### src/rtl/serial_subtractor.sv
// serial_subtractor: multi-cycle a - b - bin, DIGIT bits per clock, LSB slice first,
// borrow rippled between slices through a register; zero and signed-overflow flags.
module serial_subtractor #(
   parameter int WIDTH = 16,
   parameter int DIGIT = 4
) (
   input  logic             clk,
   input  logic             rst_n,
   input  logic             start,
   input  logic [WIDTH-1:0] a,
   input  logic [WIDTH-1:0] b,
   input  logic             bin,
   output logic             busy,
   output logic             done,
   output logic [WIDTH-1:0] diff,
   output logic             borrow,
   output logic             zero,
   output logic             ovf
);
   localparam int N = WIDTH / DIGIT;
   localparam int CW = N > 1 ? $clog2(N) : 1;
   localparam logic [1:0] IDLE = 2'd0, RUN = 2'd1, DONE = 2'd2;
   logic [1:0] state;
   logic [CW-1:0] cnt;
   logic [WIDTH-1:0] ar, br, res, res_nx;
   logic a_msb, b_msb, brw, bout;
   logic [DIGIT-1:0] d;
   // operands shift right so the active slice always sits in the low DIGIT bits;
   // result slices enter at the top and reach their final position after N cycles
   assign {bout, d} = {1'b0, ar[DIGIT-1:0]} - {1'b0, br[DIGIT-1:0]} - {{DIGIT{1'b0}}, brw};
   assign res_nx = WIDTH'({d, res} >> DIGIT);
   assign busy = state == RUN;
   assign done = state == DONE;
   always_ff @(posedge clk or negedge rst_n) begin
      if (!rst_n) begin
         state <= IDLE;
         cnt <= '0;
         ar <= '0;
         br <= '0;
         res <= '0;
         a_msb <= 1'b0;
         b_msb <= 1'b0;
         brw <= 1'b0;
         diff <= '0;
         borrow <= 1'b0;
         zero <= 1'b0;
         ovf <= 1'b0;
      end else if (state == RUN) begin
         ar <= ar >> DIGIT;
         br <= br >> DIGIT;
         res <= res_nx;
         brw <= bout;
         cnt <= cnt + CW'(1);
         if (cnt == CW'(N - 1)) begin
            state <= DONE;
            diff <= res_nx;
            borrow <= bout;
            zero <= res_nx == '0;
            ovf <= (a_msb != b_msb) && (res_nx[WIDTH-1] != a_msb);
         end
      end else if (start) begin
         state <= RUN;
         cnt <= '0;
         ar <= a;
         br <= b;
         brw <= bin;
         a_msb <= a[WIDTH-1];
         b_msb <= b[WIDTH-1];
      end else begin
         state <= IDLE;
      end
   end
endmodule

### config.mk
export PLATFORM = sky130hd
export DESIGN_NAME = serial_subtractor
export DESIGN_NICKNAME = d
export VERILOG_FILES = /design/src/rtl/serial_subtractor.sv
export SDC_FILE = /design/constraint.sdc
export NUM_CORES = 1
export LEC_CHECK = 0
export CAP_MARGIN = 20
export CORE_ASPECT_RATIO = 1.75
export CORE_UTILIZATION = 35
export DETAILED_ROUTE_END_ITERATION = 7
export MAX_ROUTING_LAYER = met4
export PLACE_DENSITY = 0.56
export SYNTH_ARGS = -nofsm -noshare
export SYNTH_HDL_FRONTEND = slang
export SYNTH_SLANG_ARGS = --single-unit
export TNS_END_PERCENT = 10
### constraint.sdc
create_clock -name clk -period 2.6 [get_ports clk]
set_input_delay 0.52 -clock clk [delete_from_list [all_inputs] [get_ports clk]]
set_output_delay 0.52 -clock clk [all_outputs]
set_load 0.02 [all_outputs]
==> impl_metrics.yaml, run 1 <==
floorplanning:
  die-area_um2: 9340
  rows: 45
  initial_core_util: 0.361
  die_h_um: 127
  boundaryPins: 57
  die_w_um: 73.5
  core_um2: 8670
timing:
  relSlewSlack: 0.602
  fmax_ghz: 0.454
  finalSetupViolCount: 0
  final_hold_viol_count: 0
  setup_ws_ns: 0.397
  drv_slew: 0
  grt_setup_unrepaired: "no"
  fin_crit_sh: 0.847
  tns_ns: 0
  worstMarginPinSlew_ns: 0.598
  period_minus_slack_ns: 2.20
  skew_ns: 0.00437
yosys:
  synth_common_cells: "nand2_1 (86), dfrtp_1 (70), o21ai_0 (33)"
  ys_seq_area_frac: 0.560
  yosysUniqueCellTypes: 31
  yosys.area.top_type: "dfrtp_1"
  synthTopCellsByArea: "dfrtp_1 (56%), nand2_1 (10%), mux2i_1 (10%), o21ai_0 (5.3%), mux2_2 (2.9%)"
  synth_edf_count: 0
  synthCells: 300
  yosys.area.top_type_share: 0.560
  syn_nets: 345
  synth_flop_cell: "dfrtp_1"
  ys_ff_latch: 70
  syn_area_per_cell_um2: 10.4
  yosysMostFrequentCell: "nand2_1"
  synth_warnings: 0
  async_flop_share: 1.00
  syn_area_um2: 3130
critical_path:
  crit_path_start: "ar[0]"
  worstPathArrival_ns: 2.45
  crit_buf_inv: 1
  cp.depth: 7
  endpoint_kind: "flop"
  slowest_delay_ns: 0.57
  rrSetupSlack_ns: 0.40
  worstSetupPathType: "reg2reg"
  worst_path_max_delay_cell: "fa_1"
  crit_chain: "fa_1, inv_1, ha_1, o21ai_0, a21boi_0, or2_2, o211ai_1"
  rr_worst_depth: 7
  worstPathMaxFanout: 3
  reg2reg_to: "ovf"
  cp_top_family: "adder cells"
  r2r-start: "ar[0]"
  cp.required_ns: 2.85
  cp-start-kind: "flop"
clocking:
  clkSinkCount: 70
  clk_latency_ns: 0.33
  htreeDepth: 3
  clockRootBuffer: "clkbuf_16"
  post_cts_resized: 0
  cts-buffers-inserted: 9
  clk_path_buf_depth: 2
  cts_setup_buffers: 0
  ctsHoldBuffers: 0
  clkTransAtPathRegs_ns: 0.05
  cts_tree: "built"
global_route:
  grt_max_degree: 69
  grt_pass1_wl_mm: 11.1
  grt_usage: 0.163
  grt_pass1_vias: 2319
  grt-ovfl-total: 0
  antenna_found_initial: 0
worst_hold_path:
  hp-class: "in2async"
drt:
  drt-vias-per-instance: 4.69
  vias: 2244
  drt_iter0_markers: 46
  drt-total-wl_mm: 6.39
  wl_per_cell_um: 13.4
  final_antenna_net_count: 0
  drtPass1Iterations: 4
  drcViolationCount: 0
flow_run:
  max_cap_viol_count: 0
placed_design:
  place_ws_ns: 0.409
  placed_area_um2: 3800
  dp_hpwl_mm: 4.53
  place_congestion: 0.769
  port_buffers: 56
finish:
  nets: 403
  final_area_um2: 4080
  drive_gt1_frac: 0.0942
  antenna_cells: 0
  syn_to_final_growth_pct: 30.3
outcome:
  outcome: "finished, final reports clean"
power_and_ir_drop:
  power_density_nw_per_um2: 1220
  ir_worst_vdd_mv: 0.516
  p_leak_nw: 1.93
cells in the final DEF, fill, tap and decap left out, drive strengths merged, types with 2 or more instances in the layout:
cell / synthesis / final
nor2b: 2 / 2
dfrtp: 70 / 70
nand2b: 2 / 2
xnor2: 3 / 3
mux2i: 32 / 32
nor4: 2 / 2
mux2: 8 / 8
clkbuf: 9 / 13
buf: 7 / 9
nand2: 86 / 86
ha: 7 / 7
inv: 9 / 9
clkinv: 1 / 2
clkdlybuf4s50: 0 / 54
fa: 2 / 2
o21ai: 35 / 35
nor2: 11 / 11
nand3b: 3 / 3
a21oi: 2 / 2
how the worst max path moves through the flow:
stage	to	slack, ns
floorplan	ovf	0.62
global placement	ovf	0.53
detailed placement	ovf	0.41
CTS	ovf	0.39
global route	ovf	0.31
finish	ovf	0.40
sequential cells by signal, summed over array words and instances, names as in the netlist, 2 cells and up:
signal,count
ar,16
br,16
diff,16
res,12
cnt,2
state,2
cells by family (layout without fill, tap and decap cells):
logic type,count (synthesis),in the layout,share of synthesized area
compound gates,41,41,0.0699
xor+xnor,3,3,0.00839
fa+ha+maj,9,9,0.0408
buf+inv,26,87,0.0400
flops,70,70,0.560
mux,40,40,0.131
simple gates,111,111,0.150
final cells by class:
class / count / area, um^2
repair buffers: 63 / 616
fillers: 888 / 4590
clock buffers: 13 / 270
well taps: 117 / 146
multi-input cells: 204 / 1250
clock inverters: 1 / 5.00
inverters: 10 / 37.5
flip-flops and latches: 70 / 1750
power breakdown:
group | switching, mW | internal (mW) | total [mW]
clock | 0.423 | 0.711 | 1.13
sequential | 0.306 | 1.56 | 1.87
combinational | 1.09 | 0.874 | 1.97
per-stage QoR:
stage	util	hold slack (ns)	cells	power, mW
after global placement	0.439	0.456	464	3.83
final	0.471	0.142	478	4.97
after detailed placement	0.439	0.462	464	3.90
after global routing	0.471	0.184	478	5.40
after CTS	0.471	0.155	478	5.05
after floorplan	-	0.224	300	3.21
metal layers:
metal	vias up	GRT usage	wire length, um	part of all wire
li1	1107	-	-	-
met1	1073	0.183	2660	0.42
met2	52	0.266	3330	0.52
met3	12	0.0434	250	0.039
met4	0	0.0758	153	0.024
met5	-	-	0	0
Power figures use the tool's default switching activity.
==> run 2: changes to the inputs <==
PLACE_DENSITY = 0.58   (was 0.56)
clock period = 1.9 ns   (was 2.6 ns; I/O delays follow)
==> run 2 against run 1 <==
  * The run now ends with negative setup slack left
  * Hold slack got worse by 0.073 ns
  * Sequential share of layout area down 0.67 points
  * Count of clock-buffer cells in the layout increased by 1
  * Worst setup slack worse by 0.40 ns
  * Register-to-register slack worse by 0.40 ns
  * First-iteration DRC count rose to 2.9 times the previous value
==> impl_metrics.yaml, run 2 (synthesis results as in run 1) <==
outcome:
  outcome: "finished, violations left"
  violations: "negative setup slack"
critical_path:
  rr_worst_depth: 7
  endpoint_kind: "flop"
  slowest_delay_ns: 0.58
  worstPathArrival_ns: 2.15
  crit_chain: "inv_2, fa_2, ha_1, o21ai_2, and3b_2, or2_4, o211ai_1"
  worstPathMaxFanout: 3
  worst_path_max_delay_cell: "fa_2"
  cp-start-kind: "flop"
  worstSetupPathType: "reg2reg"
  rrSetupSlack_ns: -0.008
  cp.required_ns: 2.14
  cp_top_family: "adder cells"
  crit_buf_inv: 1
  r2r-start: "brw"
  reg2reg_to: "ovf"
global_route:
  antenna_found_initial: 0
  grt_pass1_vias: 2270
  grt_max_degree: 71
  grt_pass1_wl_mm: 10.9
  grt_usage: 0.158
  grt-ovfl-total: 0
drt:
  wl_per_cell_um: 13.3
  final_antenna_net_count: 0
  drt-total-wl_mm: 6.39
  drt-vias-per-instance: 4.64
  drt_iter0_markers: 135
  drcViolationCount: 0
  vias: 2235
  drtPass1Iterations: 4
finish:
  layout_common_cells: "nand2_1 (86), dfrtp_1 (70), clkdlybuf4s50_1 (52)"
  final_common_cell: "nand2_1"
  syn_to_final_growth_pct: 32.4
  stdcell_count: 482
  top_regs: "ar: 16 flops, br: 16 flops, diff: 16 flops"
  antenna_cells: 0
  nets: 406
  drive_gt1_frac: 0.126
timing:
  period_minus_slack_ns: 1.91
  worst_hold_slack_ns: 0.0693
  setup_ws_ns: -0.00758
  worstMarginPinSlew_ns: 0.611
  grt_setup_unrepaired: "yes"
  relSlewSlack: 0.592
  fin_crit_sh: 1.00
  final_hold_viol_count: 0
  finalSetupViolCount: 1
  skew_ns: 0.00468
  drv_slew: 0
  fmax_ghz: 0.524
clocking:
  clockRootBuffer: "clkbuf_16"
  htreeDepth: 3
  cts-buffers-inserted: 9
  ctsHoldBuffers: 0
  clkSinkCount: 70
  cts_tree: "built"
  clk_latency_ns: 0.33
  clkTransAtPathRegs_ns: 0.05
  clk_path_buf_depth: 2
power_and_ir_drop:
  power_density_nw_per_um2: 1680
  ir_worst_vdd_mv: 0.687
  p_total_mw: 6.98
  p_leak_nw: 1.96
floorplanning:
  rows: 45
  core_um2: 8670
  die_w_um: 73.5
  initial_core_util: 0.361
  die-area_um2: 9340
  boundaryPins: 57
  die_h_um: 127
placed_design:
  dp.cells: 466
  dp_hpwl_mm: 4.38
  port_buffers: 56
  place_congestion: 0.768
worst_hold_path:
  hp-class: "in2async"
flow_run:
  max_cap_viol_count: 0
## run 2: how the worst max path moves through the flow
stage | start | to | slack, ns | depth (start not counted)
after global placement | br[0] | ovf | -0.01 | 8
after floorplan | br[0] | ovf | 0.05 | 8
final | brw | ovf | -0.008 | 7
after CTS | br[0] | ovf | -0.04 | 8
after detailed placement | br[0] | ovf | -0.06 | 8
after global routing | brw | ovf | -0.11 | 7
## run 2: final cells by class
| class | instances | area [um^2] |
|---|---|---|
| multi-input cells | 204 | 1290 |
| inverters | 10 | 37.5 |
| fillers | 883 | 4530 |
| flip-flops and latches | 70 | 1750 |
| well taps | 117 | 146 |
| clock buffers | 14 | 264 |
| clock inverters | 1 | 5.00 |
| repair buffers | 66 | 652 |
## run 2: timing repair
action | in CTS | in global routing
resized for setup | 4 | 7
gates cloned | 0 | 0
pin swaps | 1 | 8
setup buffers | 0 | 1
setup endpoints to repair | 7 | 7
## run 2: worst register-to-register path, stage by stage, from the launching register on
cell and delay, ns:
dfrtp_1 0.34, inv_2 0.05, fa_2 0.58, ha_1 0.16, o21ai_2 0.07, and3b_2 0.23
or2_4 0.25, o211ai_1 0.15
## run 2: metrics by stage
step	TNS, ns	utilization	setup slack (ns)	area [um^2]
finish	-0.00758	0.478	-0.00758	4150
floorplan	0	-	0.0504	3140
global placement	-0.0106	0.443	-0.0106	3840
detailed placement	-0.162	0.443	-0.0600	3840
global route	-0.421	0.478	-0.105	4150
CTS	-0.0435	0.475	-0.0378	4120
## run 2: layer usage
| layer | track usage | wire, um |
|---|---|---|
| met1 | 0.197 | 2750 |
| met2 | 0.246 | 3260 |
| met3 | 0.0473 | 290 |
| met4 | 0.0509 | 88 |
| met5 | - | 0 |
## run 2: power breakdown
part           total, mW  switching, mW  internal [mW]
sequential          2.55          0.412           2.14
clock               1.52          0.574          0.946
combinational       2.91           1.59           1.32
